<file path="config.mk">
export PLATFORM = sky130hd
export DESIGN_NAME = pwm_output_stage
export DESIGN_NICKNAME = d
export VERILOG_FILES = /design/src/rtl/pwm_pkg.sv /design/src/rtl/pwm_prescaler.sv /design/src/rtl/pwm_output_stage.sv
export SDC_FILE = /design/constraint.sdc
export NUM_CORES = 1
export LEC_CHECK = 0
export CAP_MARGIN = 10
export CELL_PAD_IN_SITES_DETAIL_PLACEMENT = 0
export CELL_PAD_IN_SITES_GLOBAL_PLACEMENT = 1
export CORE_AREA = 2 2 70 72
export CTS_CLUSTER_DIAMETER = 60
export DETAILED_ROUTE_END_ITERATION = 7
export DIE_AREA = 0 0 72 74
export PLACE_DENSITY_LB_ADDON = 0.1
export SYNTH_ARGS = -nofsm -noshare
export SYNTH_HDL_FRONTEND = slang
export SYNTH_SLANG_ARGS = --single-unit
</file>
<file path="constraint.sdc">
create_clock -name clk -period 3.1 [get_ports clk]
set_clock_uncertainty 0.05 [all_clocks]
set_input_delay 0.62 -clock clk [delete_from_list [all_inputs] [get_ports clk]]
set_output_delay 0.62 -clock clk [all_outputs]
set_load 0.02 [all_outputs]
</file>
<file path="src/rtl/pwm_pkg.sv">
// rtl/pwm_pkg.sv - shared constants and compare helper for the PWM output stage
package pwm_pkg;

  localparam int PWM_RES          = 8;
  localparam int NUM_CH           = 16;
  localparam int DEFAULT_PRESCALE = 13;
  localparam logic [PWM_RES-1:0] DUTY_FULL = 8'hFF;

  // Full-scale duty is forced high so 100 % never shows a one-count dip at cnt=255.
  function automatic logic pwm_level(input logic [PWM_RES-1:0] cnt,
                                     input logic [PWM_RES-1:0] duty);
    return (duty == DUTY_FULL) ? 1'b1 : (cnt < duty);
  endfunction

endpackage

</file>
<file path="src/rtl/pwm_prescaler.sv">
// rtl/pwm_prescaler.sv - free-running divider emitting one tick every PRESCALE clocks
module pwm_prescaler #(
  parameter int PRESCALE = 13
) (
  input  logic clk,
  input  logic rst_n,
  output logic tick
);

  localparam int PW = (PRESCALE > 1) ? $clog2(PRESCALE) : 1;
  localparam logic [PW-1:0] LAST = PW'(PRESCALE - 1);

  logic [PW-1:0] psc;

  // With PRESCALE=1 the counter is stuck at 0 and tick is asserted every cycle.
  assign tick = (psc == LAST);

  always_ff @(posedge clk or negedge rst_n) begin
    if (!rst_n) begin
      psc <= '0;
    end else if (tick) begin
      psc <= '0;
    end else begin
      psc <= psc + PW'(1);
    end
  end

endmodule

</file>
<file path="src/rtl/pwm_output_stage.sv">
// rtl/pwm_output_stage.sv - drives 16 chip outputs as low, high or a shared glitch-free PWM
module pwm_output_stage
  import pwm_pkg::*;
#(
  parameter int PRESCALE = DEFAULT_PRESCALE
) (
  input  logic               clk,
  input  logic               rst_n,
  input  logic [7:0]         en_reg_out_7_0,
  input  logic [7:0]         en_reg_out_15_8,
  input  logic [7:0]         en_reg_pwm_7_0,
  input  logic [7:0]         en_reg_pwm_15_8,
  input  logic [7:0]         pwm_duty_cycle,
  output logic [NUM_CH-1:0]  out,
  output logic               period_start
);

  logic                tick;
  logic                wrap;
  logic                pwm;
  logic [PWM_RES-1:0]  cnt;
  logic [PWM_RES-1:0]  duty_shadow;
  logic [NUM_CH-1:0]   en_out;
  logic [NUM_CH-1:0]   en_pwm;
  logic [NUM_CH-1:0]   out_next;

  pwm_prescaler #(.PRESCALE(PRESCALE)) u_prescaler (
    .clk   (clk),
    .rst_n (rst_n),
    .tick  (tick)
  );

  assign en_out   = {en_reg_out_15_8, en_reg_out_7_0};
  assign en_pwm   = {en_reg_pwm_15_8, en_reg_pwm_7_0};
  assign wrap     = tick && (cnt == '1);
  assign pwm      = pwm_level(cnt, duty_shadow);
  assign out_next = en_out & (~en_pwm | {NUM_CH{pwm}});

  // Duty is only sampled on wrap so a mid-period write never produces a runt pulse.
  always_ff @(posedge clk or negedge rst_n) begin
    if (!rst_n) begin
      cnt          <= '0;
      duty_shadow  <= '0;
      out          <= '0;
      period_start <= 1'b0;
    end else begin
      if (tick) begin
        cnt <= cnt + PWM_RES'(1);
      end
      if (wrap) begin
        duty_shadow <= pwm_duty_cycle;
      end
      out          <= out_next;
      period_start <= wrap;
    end
  end

endmodule
</file>
* Yosys cells after proc, flatten, opt, wreduce, memory -nomap -nowiden
Cells that the tools add are included.
** Storage, ports and cells
- Bits in registers :: 37
- Input bits :: 42
- Word-level logic and storage cells :: 17
** Cells by class
- Add/sub/neg operators :: 2
- Order comparisons :: 1
- Equal/unequal tests :: 3
- Muxes and demuxes :: 2
- Bitwise logic cells :: 3
- Reduce and logical (&&, ||, !) cells :: 1
** Operator list (count)
- $and A16 B16 Y16 :: 1
- $eq A8 B8 Y1 const B :: 2
- $not A16 Y16 :: 1
- $or A16 B16 Y16 :: 1
- $add A8 B1 Y8 const B :: 1
- $lt A8 B8 Y1 :: 1
- $add A4 B1 Y4 const B :: 1
- $eq A4 B4 Y1 const B :: 1
- $mux W4 :: 1
- $logic_and A1 B1 Y1 :: 1
- $mux W1 :: 1

* Longest topological paths before layout
- Depth after elaboration :: 4
- Gate-level depth with buffers :: 7
- Mapped depth without buffers :: 6

* Cells and area by module
Synthesis repeated with hierarchy kept, for this count alone.
** Unflattened totals
- Cell total of the unflattened synthesis :: 123
- Area, all modules :: 1667.8 um2
** Modules (own cells, without submodules)
- pwm_output_stage :: times used 1, cells each 106, area an instance 1471.4 um2
- pwm_prescaler :: times used 1, cells each 17, area an instance 196.4 um2

* Least setup slack after synthesis
OpenSTA, ideal clock, no wires.
- Kind :: register -> register
- From :: register u_prescaler.psc[0]
- To :: register duty_shadow[0]
- Data arrival time :: 1578 ps
- Required time :: 2925 ps
- Slack :: 1347 ps
- Cell stages (with the launch flop) :: 8
- Clock period less this slack :: 1753 ps
- Path through :: dfrtp_1 -> inv_1 -> ha_1 -> and3_1 -> buf_4 -> nand4_4 -> nor2_8 -> mux2_2
** Between the ends
- Longest elaborated chain between the ends :: 2
** Ends and longest elaborated chain
- start, declared :: line pwm_prescaler.sv:13 : logic [PW-1:0] psc;
- start signal, assigned :: line pwm_prescaler.sv:24 : psc <= psc + PW'(1);
- $eq A4 B4 Y1 :: line pwm_prescaler.sv:16 : assign tick = (psc == LAST);
- $logic_and A1 B1 Y1 :: line pwm_output_stage.sv:35 : assign wrap = tick && (cnt == '1);
- net wrap :: line pwm_output_stage.sv:19 : logic wrap;
- end signal, assigned :: line pwm_output_stage.sv:51 : duty_shadow <= pwm_duty_cycle;
- end, declared :: line pwm_output_stage.sv:22 : logic [PWM_RES-1:0] duty_shadow;
The timed path passes the listed nets, and every way through them passes these cells.
A chain may end at the register's enable or synchronous reset.

* Worst setup path in the final report
- From :: register cnt[6]
- To :: register out[0]
** Between the ends
- Longest elaborated chain between the ends :: 4
** Ends and longest elaborated chain
- start, declared :: line pwm_output_stage.sv:21 : logic [PWM_RES-1:0] cnt;
- start signal, assigned :: line pwm_output_stage.sv:48 : cnt <= cnt + PWM_RES'(1);
- $lt A8 B8 Y1 :: line pwm_pkg.sv:12 : return (duty == DUTY_FULL) ? 1'b1 : (cnt < duty);
- $mux W1 :: line pwm_pkg.sv:12
- $or A16 B16 Y16 :: line pwm_output_stage.sv:37 : assign out_next = en_out & (~en_pwm | {NUM_CH{pwm}});
- $and A16 B16 Y16 :: line pwm_output_stage.sv:37
- net out_next[0] :: line pwm_output_stage.sv:25 : logic [NUM_CH-1:0] out_next;
- end signal, assigned :: line pwm_output_stage.sv:53 : out <= out_next;
- end, declared :: line pwm_output_stage.sv:14 : output logic [NUM_CH-1:0] out,
The timed path passes the listed nets, and every way through them passes these cells.

==> results.ini <==
[run_status]
status=finished, final reports clean

[setup_path]
cpMaxStageDelayCell=o32ai_4
r2r-end=out[0]$_DFF_PN0_
path_depth=5
cp.arrival_ns=2.29
path_buf_inv=0
crit_end=out[0]$_DFF_PN0_
critPathCaptureType=flop
reg2reg_setup_slack_ns=0.89
r2r_start=cnt[6]$_DFFE_PN0P_
crit_start=cnt[6]$_DFFE_PN0P_
critPathMaxStageDelay_ns=0.75
reg2reg_depth=5
critical-path-top-delay-family=compound AO/OA/AOI/OAI gates
critPathLaunchType=flop
critical_path_class=reg2reg
cp_cell_sequence=ha_1 > and4_1 > o21ai_1 > o32ai_4 > a21boi_0
cp.required_ns=3.18
critPathMaxFanout=16

[synth]
syn_avg_cell_area_um2=13.83
postSynthCellCount=122
synth-adder-area-share_pct=7.413
ys_types=28
syn-num-nets=174
synthMuxAreaShare_pct=6.004
synth_top_family_by_area=compound AO/OA/AOI/OAI gates
yosys_warnings=0
synth_compound_gate_area_share_pct=15.79
synth_top_area_cell=dfrtp_1
synthesis.area_um2=1688
yosys.area_share.simple_pct=8.451
ys_seq_area_share_pct=54.86
ys_top_cells_by_area=dfrtp_1 (55%), ha_1 (7.4%), a21boi_2 (6.7%)
ys_ff_latch=37
synth_xor_area_share_pct=4.151
post-synth-top-area-fraction_pct=54.86

[floorplanning]
die_h_um=74
die_area_um2=5328
die_width_um=72
ios=59
rows=25
initial_utilization_pct=36.71
core_um2=4598

[sta]
fin_tns_setup_ns=0
setup_ws_ns=0.8878
fin_crit_sh_pct=71.36
worstMarginPinSlew_ns=0.8227
rsz0062_at_grt=false
hold_viol_final=0
whs_ns=0.4542
report.final.slew_viol_count=0
slew_headroom_pct=45.16
fmax_ghz=0.4520
min_period_ns=2.212
setup_viol=0

[routing]
drc=0
wl_mm=3.350
wl_per_cell_um=13.90
vias_per_cell=4.776
num_vias=1151
drt-initial-drc-count=33
drtAntennaViolNets=0
firstDrtPassIters=4

[cts]
worstSkewPairLatency_ns=0.28
cts_num_sinks=37
postCtsHoldBufs=0
cts_buffer_depth=2
clk_pin_slew_ns=0.07
post_cts_buffers=0
tritoncts=built
htree_levels=2
cts_resized=0
root_buffer=clkbuf_8
cts_made_buffers=5

[placement]
hpwl_mm=2.615
gp_congestion=0.6883
dpl_cell_area_um2=2325
detailedPlace.worstSlack_ns=0.8145
io_buffers=58

[grt]
overflow=0
grt_use_total_pct=14.19
grt_pass1_wl_mm=5.623
antenna_found_initial=0
first_global_vias=1219
grt_max_degree=38

[finish]
diodes=0
nets=238
area_growth_pct=44.85
n_fill_cell=400
drive_above_1_share_pct=18.18
final_area_um2=2445

[power_and_ir_drop]
powerDensity_nw_per_um2=422.2
peakVddDrop_mv=0.3098
leakagePower_uw=0.001068

[min_path]
hold_class=reg2reg

[job]
maxCapViolCount=0

==> state kept, by name (all words and copies together) (netlist names) <==
| name | flops |
|---|---|
| cnt | 8 |
| duty_shadow | 8 |
| u_prescaler.psc | 4 |
| period_start | 1 |
| out | 16 |
==> cells in the final DEF, fill, tap and decap left out <==
cell type,synthesis,routed
and3_1,2,2
nand4_4,1,1
a21oi_1,2,2
clkdlybuf4s50_1,0,58
inv_1,10,10
nor2_1,5,5
o21ai_1,1,1
bufinv_16,0,1
clkbuf_8,0,6
xor2_1,2,2
mux2_2,9,9
a21boi_2,10,10
o21a_1,1,1
nand4_1,4,4
a21o_1,1,1
and4_1,1,1
and3_2,1,1
nand2b_4,1,1
ha_1,10,10
buf_4,1,1
o41ai_1,1,1
a41o_1,1,1
a2111oi_4,1,1
a21boi_0,6,6
nand2_1,4,4
clkinvlp_4,0,1
xnor2_1,6,6
o21ai_0,1,1
dfrtp_1,37,37
o32ai_4,1,1
nor2_8,1,1
==> where the power goes <==
part           total, µW  internal [µW]  switching (µW)  leakage, µW
logic                108           70.6            37.4     0.000531
registers            496            493            2.93     0.000479
clock network        428            261             167    0.0000574
==> Yosys cell counts <==
| master | instances |
|---|---|
| buf_6 | 1 |
| o32ai_4 | 1 |
| ha_1 | 10 |
| o21ai_0 | 1 |
| o41ai_1 | 1 |
| dfrtp_1 | 37 |
| nand2_1 | 4 |
| a21oi_1 | 2 |
| o21ai_1 | 1 |
| inv_1 | 10 |
| mux2_2 | 9 |
| and3_1 | 2 |
| a2111oi_4 | 1 |
| xnor2_1 | 6 |
| a41o_1 | 1 |
| nand4_4 | 1 |
| o21a_1 | 1 |
| nor2_8 | 1 |
| nand4_1 | 4 |
| a21o_1 | 1 |
| nand2b_4 | 1 |
| a21boi_2 | 10 |
| a21boi_0 | 6 |
| buf_4 | 1 |
| and3_2 | 1 |
| and4_1 | 1 |
| xor2_1 | 2 |
| nor2_1 | 5 |
==> how the worst min path moves through the flow <==
stage / start / end / depth (start not counted)
finish: u_prescaler.psc[0]$_DFF_PN0_ / u_prescaler.psc[0]$_DFF_PN0_ / 1
global route: u_prescaler.psc[3]$_DFF_PN0_ / u_prescaler.psc[3]$_DFF_PN0_ / 1
CTS: u_prescaler.psc[3]$_DFF_PN0_ / u_prescaler.psc[3]$_DFF_PN0_ / 1
detailed placement: u_prescaler.psc[3]$_DFF_PN0_ / u_prescaler.psc[3]$_DFF_PN0_ / 1
global placement: u_prescaler.psc[3]$_DFF_PN0_ / u_prescaler.psc[3]$_DFF_PN0_ / 1
floorplan: rst_n / cnt[0]$_DFFE_PN0P_ / 0
==> layer usage <==
layer | share of wire, % | up-vias | track usage (%)
li1 | - | 555 | -
met1 | 40 | 552 | 16.68
met2 | 49 | 37 | 22.74
met3 | 9.3 | 7 | 7.046
met4 | 1.5 | 0 | 5.031
met5 | 0 | - | 0
==> metrics by stage <==
stage / util, % / cells / power, µW
2_1_floorplan: - / 122 / 529.0
3_3_place_gp: 50.56 / 233 / 613.4
3_5_place_dp: 50.56 / 233 / 615.1
4_1_cts: 53.17 / 241 / 1053
5_1_grt: 53.17 / 241 / 1083
6_report: 53.17 / 241 / 1032
==> area by class of cell <==
type                            instances  area (µm²)  area share (%)
Sequential cell                        37       925.9           37.87
Timing Repair Buffer                   59       588.1           24.05
Inverter                               10       37.54           1.535
Clock inverter                          2       37.54           1.535
Tap cell                               54       67.56           2.764
Multi-Input combinational cell         73       705.7           28.86
Clock buffer                            6       82.58           3.378
==> cell families after synthesis <==
| logic type | count (synthesis) |
|---|---|
| xor+xnor | 8 |
| simple gates | 20 |
| flops | 37 |
| mux | 9 |
| compound gates | 26 |
| buf+inv | 12 |
| fa+ha+maj | 10 |
No activity file was read; power rests on OpenSTA's default activity.
